**src/rtl/dac_spi_multi.sv**
```systemverilog
// dac_spi_multi: multi-channel SPI driver for 12-bit Pmod DACs (DAC121S101 class).
// One frame per accepted valid/ready handshake. All channels shift in lockstep on a
// shared SCLK/SYNC, with one data line per channel, followed by a fixed SYNC-high gap.
module dac_spi_multi #(
    parameter int unsigned CHANNELS = 2,
    parameter int unsigned DATA_W   = 12,
    parameter int unsigned FRAME_W  = 16,
    parameter int unsigned CLK_DIV  = 1,
    parameter int unsigned GAP_CYC  = 1
) (
    input  logic                         clk,
    input  logic                         rst_n,
    input  logic [CHANNELS*DATA_W-1:0]   data_in,
    input  logic [1:0]                   mode,
    input  logic                         valid,
    output logic                         ready,
    output logic                         busy,
    output logic                         frame_done,
    output logic                         sclk,
    output logic                         sync_n,
    output logic [CHANNELS-1:0]          sdata
);

    localparam int unsigned DIV_W = (CLK_DIV > 1) ? $clog2(CLK_DIV) : 1;
    localparam int unsigned BIT_W = $clog2(FRAME_W + 1);
    localparam int unsigned GAP_W = (GAP_CYC > 1) ? $clog2(GAP_CYC) : 1;

    localparam logic [DIV_W-1:0] DIV_LAST = DIV_W'(CLK_DIV - 1);
    localparam logic [BIT_W-1:0] BIT_LAST = BIT_W'(FRAME_W);
    localparam logic [GAP_W-1:0] GAP_LAST = GAP_W'(GAP_CYC - 1);

    if (FRAME_W < DATA_W + 2) begin : g_bad_frame_w
        $error("dac_spi_multi: FRAME_W must be >= DATA_W+2");
    end
    if (CLK_DIV < 1) begin : g_bad_clk_div
        $error("dac_spi_multi: CLK_DIV must be >= 1");
    end
    if (GAP_CYC < 1) begin : g_bad_gap_cyc
        $error("dac_spi_multi: GAP_CYC must be >= 1");
    end
    if (CHANNELS < 1) begin : g_bad_channels
        $error("dac_spi_multi: CHANNELS must be >= 1");
    end

    typedef enum logic [1:0] {
        S_IDLE,
        S_SHIFT,
        S_GAP
    } state_t;

    state_t             r_state;
    logic               r_armed;
    logic [FRAME_W-1:0] r_shift [CHANNELS];
    logic [DIV_W-1:0]   r_div;
    logic [BIT_W-1:0]   r_bit;
    logic [GAP_W-1:0]   r_gap;
    logic               r_sclk;
    logic               r_sync_n;
    logic               r_done;
    logic               w_accept;

    // r_armed holds ready low for the first edge after reset even though the state is IDLE
    assign ready      = r_armed && (r_state == S_IDLE);
    assign busy       = (r_state != S_IDLE);
    assign w_accept   = valid && ready;
    assign sclk       = r_sclk;
    assign sync_n     = r_sync_n;
    assign frame_done = r_done;

    // Serial data is the MSB of each shift register; registers are cleared outside SHIFT
    always_comb begin
        sdata = '0;
        for (int unsigned k = 0; k < CHANNELS; k++) begin
            sdata[k] = r_shift[k][FRAME_W-1];
        end
    end

    // Frame sequencer: accept, divide SCLK, shift on rising edges, then hold the gap
    always_ff @(posedge clk or negedge rst_n) begin
        if (!rst_n) begin
            r_state  <= S_IDLE;
            r_armed  <= 1'b0;
            r_div    <= '0;
            r_bit    <= '0;
            r_gap    <= '0;
            r_sclk   <= 1'b1;
            r_sync_n <= 1'b1;
            r_done   <= 1'b0;
            for (int unsigned k = 0; k < CHANNELS; k++) begin
                r_shift[k] <= '0;
            end
        end else begin
            r_armed <= 1'b1;
            r_done  <= 1'b0;
            case (r_state)
                S_IDLE: begin
                    if (w_accept) begin
                        for (int unsigned k = 0; k < CHANNELS; k++) begin
                            r_shift[k] <= FRAME_W'({mode, data_in[k*DATA_W +: DATA_W]});
                        end
                        r_div    <= '0;
                        r_bit    <= '0;
                        r_sclk   <= 1'b1;
                        r_sync_n <= 1'b0;
                        r_state  <= S_SHIFT;
                    end
                end
                S_SHIFT: begin
                    if (r_div == DIV_LAST) begin
                        r_div <= '0;
                        if (r_sclk) begin
                            r_sclk <= 1'b0;
                            r_bit  <= r_bit + 1'b1;
                        end else if (r_bit == BIT_LAST) begin
                            // Final rising edge closes the frame instead of shifting
                            r_sclk   <= 1'b1;
                            r_sync_n <= 1'b1;
                            r_done   <= 1'b1;
                            r_gap    <= '0;
                            r_state  <= S_GAP;
                            for (int unsigned k = 0; k < CHANNELS; k++) begin
                                r_shift[k] <= '0;
                            end
                        end else begin
                            r_sclk <= 1'b1;
                            for (int unsigned k = 0; k < CHANNELS; k++) begin
                                r_shift[k] <= {r_shift[k][FRAME_W-2:0], 1'b0};
                            end
                        end
                    end else begin
                        r_div <= r_div + 1'b1;
                    end
                end
                S_GAP: begin
                    if (r_gap == GAP_LAST) begin
                        r_gap   <= '0;
                        r_state <= S_IDLE;
                    end else begin
                        r_gap <= r_gap + 1'b1;
                    end
                end
                default: r_state <= S_IDLE;
            endcase
        end
    end

endmodule

```
**config.mk**
```make
export PLATFORM = sky130hd
export DESIGN_NAME = dac_spi_multi
export DESIGN_NICKNAME = d
export VERILOG_FILES = /design/src/rtl/dac_spi_multi.sv
export SDC_FILE = /design/constraint.sdc
export NUM_CORES = 1
export LEC_CHECK = 0
export ABC_CLOCK_PERIOD_IN_PS = 1500
export CAP_MARGIN = 5
export CORE_ASPECT_RATIO = 1.5
export CORE_MARGIN = 2
export CORE_UTILIZATION = 48
export CTS_CLUSTER_DIAMETER = 40
export DETAILED_ROUTE_END_ITERATION = 6
export HOLD_SLACK_MARGIN = 0.02
export PLACE_DENSITY = 0.84
export SYNTH_ARGS = -nofsm -noshare
export SYNTH_HDL_FRONTEND = slang
export SYNTH_SLANG_ARGS = --single-unit
```
**constraint.sdc**
```tcl
create_clock -name clk -period 1.5 [get_ports clk]
set_input_delay 0.15 -clock clk [delete_from_list [all_inputs] [get_ports clk]]
set_output_delay 0.15 -clock clk [all_outputs]
set_load 0.1 [all_outputs]
```
==> results.tsv <==
metric	value	unit
worst slew pin tran	0.552	ns
distinct cell type count of the synthesized netlist	34	
Clock Latency Late Sink	0.30	ns
vias	1855	
Initial Util	0.495	
maximum clock frequency	0.616	GHz
Top Ports	36	
skew final	0.00776	ns
Setup crit start kind	flip-flop	
Hold Path Sink	r_shift[16]	
largest net degree at the start of global routing	44	
share of layout cells above drive strength 1	0.422	
row count	31	
worst flop-to-flop path endpoint	r_shift[17]	
initial antenna violation count	0	
CP required	1.69	ns
CP max FO	6	
die width	61.3	um
synthesis warning total	0	
DRT Pass-1 Iters	4	
flops & latches, synth	43	
CTS clk-pin slew, worst paths	0.08	ns
R2R setup slack	-0.12	ns
GPL Wtd Cong	0.778	
Hold Crit Start	data_in[0]	
fin util	0.724	
setup TNS	-2.78	ns
grt ovf	0	
Final period util	1.08	
gate count after technology mapping	205	
Filler Cells Inserted	295	
worst setup margin	-0.124	ns
drt drc	0	
CTS tree	yes	
P per Cell Area	643	mW/mm2
slew margin rel.	0.632	
initial drt markers	68	
Synthesized Nets	236	
hold crit path type	input pin to flip-flop	
failing checks	setup timing	
Nets	288	
Mean Syn Cell Area	11.5	um2
min Tclk post-route	1.62	ns
Mapped Area	0.00236	mm2
diode count	0	
die area	0.00550	mm2
number of global-route vias before repair	1846	
Clock Path Buffers	2	
crit path DAT	1.81	ns
ANT nets after route	0	
Hold Path Cell Cnt	3	
worst hold slack	0.414	ns
Port Buffers	35	
CORE AREA	0.00477	mm2
status	finished with violations	
DR WL/cell	19.0	um
Reg-to-Reg Start	r_bit[1]	
total power	2220	uW
worst slack at placement	-0.150	ns
reg2reg path depth	6	
sequential fraction of the synthesis area	0.457	
Die Ht	89.9	um
WL final	6160	um
H-tree Lvls	2	
Critical Path Sink Type	flip-flop	
CTS Sinks	43	
Static Leakage	0.00146	uW
total CTS buffers	5	
fin. max-slew vios	0	
vias per cell	5.73	
total of max-cap violations	0	
gr usage total	0.209	
Hold Vio Cnt, Final	0	
first-pass GRT wire length	8650	um
VDD IR-drop max	659	uV
critical path class	flip-flop to flip-flop	
detailed placement HPWL	3090	um
RSZ-0062 raised after global routing	true	
Synth-to-Final Area Change	46.3	%
Final setup viols	36	
CTS Root Buffer Type	clkbuf_8	
==> state kept, by name (all words and copies together) (netlist names) <==
name and flops:
r_state 2, sync_n 1, sdata 2, frame_done 1, r_bit 5, r_armed 1, sclk 1, r_shift 30
==> repair_timing <==
| item | in CTS | in global routing |
|---|---|---|
| buffers inserted | 4 | 1 |
| gates resized for setup | 6 | 46 |
| hold endpoints to repair | 41 | 0 |
| pin swaps | 2 | 7 |
| setup endpoints to repair | 30 | 37 |
| hold buffers | 1 | 0 |
| cloned | 2 | 3 |
==> layout make-up <==
cell class / count / area [um2] / share of cell area
Clock buffer: 6 / 82.6 / 0.0239
Clock inverter: 2 / 35.0 / 0.0101
Inverter: 9 / 33.8 / 0.00978
Multi-Input combinational cell: 131 / 1330 / 0.384
Sequential cell: 43 / 1080 / 0.313
Tap cell: 66 / 82.6 / 0.0239
Timing Repair Buffer: 67 / 811 / 0.235
==> per-layer routing <==
| metal | vias to the layer above | track usage | share of wire |
|---|---|---|---|
| met3 | 9 | 0.0489 | 0.024 |
| met4 | 0 | 0.0815 | 0.021 |
| li1 | 849 | - | - |
| met1 | 958 | 0.263 | 0.40 |
| met5 | - | 0 | 0 |
| met2 | 39 | 0.335 | 0.55 |
==> Yosys cell counts <==
master | n | area, um2
a21oi_1 | 4 | 20.0
nor2b_1 | 1 | 6.26
nand2_1 | 1 | 3.75
dfrtp_1 | 41 | 1030
nand2b_1 | 2 | 12.5
or3b_2 | 1 | 8.76
or2_2 | 1 | 6.26
and4bb_2 | 1 | 12.5
o2bb2ai_1 | 26 | 228
nand4b_1 | 1 | 8.76
nor2_1 | 6 | 22.5
a311o_1 | 1 | 10.0
nor4bb_1 | 1 | 10.0
buf_4 | 2 | 15.0
dfstp_2 | 2 | 52.6
inv_1 | 9 | 33.8
nand4bb_1 | 1 | 11.3
nand3_1 | 5 | 25.0
clkbuf_1 | 6 | 22.5
nand3b_4 | 1 | 20.0
mux2_2 | 29 | 327
ha_1 | 2 | 25.0
buf_1 | 1 | 3.75
conb_1 | 1 | 3.75
nor3_1 | 5 | 25.0
xor2_1 | 1 | 8.76
buf_6 | 6 | 67.6
nand3b_1 | 28 | 210
mux2i_1 | 3 | 30.0
buf_2 | 7 | 35.0
a21oi_4 | 1 | 16.3
o21ai_0 | 5 | 25.0
and4b_1 | 1 | 10.0
a22o_1 | 2 | 17.5
==> power breakdown <==
group          switching (uW)  total, uW  internal (uW)
registers                2.11       1160           1160
clock network             409        948            539
logic                    44.4        112           67.5
total                     456       2220           1770
==> cells by family after synthesis <==
family          synth area share
flops                      0.457
compound gates             0.134
fa+ha+maj                 0.0106
mux                        0.151
buf+inv                   0.0753
other cells              0.00159
xor+xnor                 0.00371
simple gates               0.166
==> through the flow <==
step,std cells,instance area [um2]
final,324,3450
after global routing,324,3450
after CTS,320,3180
after detailed placement,305,2940
after global placement,305,2940
after floorplan,205,2410
==> how the worst max path moves through the flow <==
stage,from,endpoint,cells past startpoint
2_1_floorplan,r_state[1],ready,4
3_3_place_gp,valid,r_shift[27],5
3_5_place_dp,valid,r_shift[22],5
4_1_cts,r_bit[0],r_shift[21],6
5_1_grt,r_bit[1],r_shift[17],6
6_report,r_bit[1],r_shift[17],6
==> cell usage in the layout, fill, tap and decap left out, types with 2 or more instances in the layout <==
cell type / synthesis / final
nand3b_1: 28 / 28
a21oi_1: 4 / 4
mux2i_1: 3 / 3
clkbuf_16: 0 / 2
buf_6: 6 / 4
dfrtp_1: 41 / 41
a22o_1: 2 / 2
nand2b_4: 0 / 2
mux2_2: 29 / 14
buf_12: 0 / 11
nand3_1: 5 / 5
mux2_4: 0 / 15
inv_2: 0 / 2
buf_4: 2 / 18
nor3_1: 5 / 3
o2bb2ai_1: 26 / 9
o2bb2ai_2: 0 / 17
nor2_1: 6 / 4
inv_1: 9 / 7
clkbuf_8: 0 / 6
clkdlybuf4s50_1: 0 / 27
o21ai_1: 0 / 3
o21ai_0: 5 / 2
==> critical path, stage by stage (launching register included) <==
cell and delay, ns:
dfrtp_1 0.40, inv_2 0.09, ha_4 0.14, and4bb_4 0.35, clkbuf_16 0.20, o2bb2ai_2 0.06
mux2_2 0.27
Power figures use the tool's default switching activity.
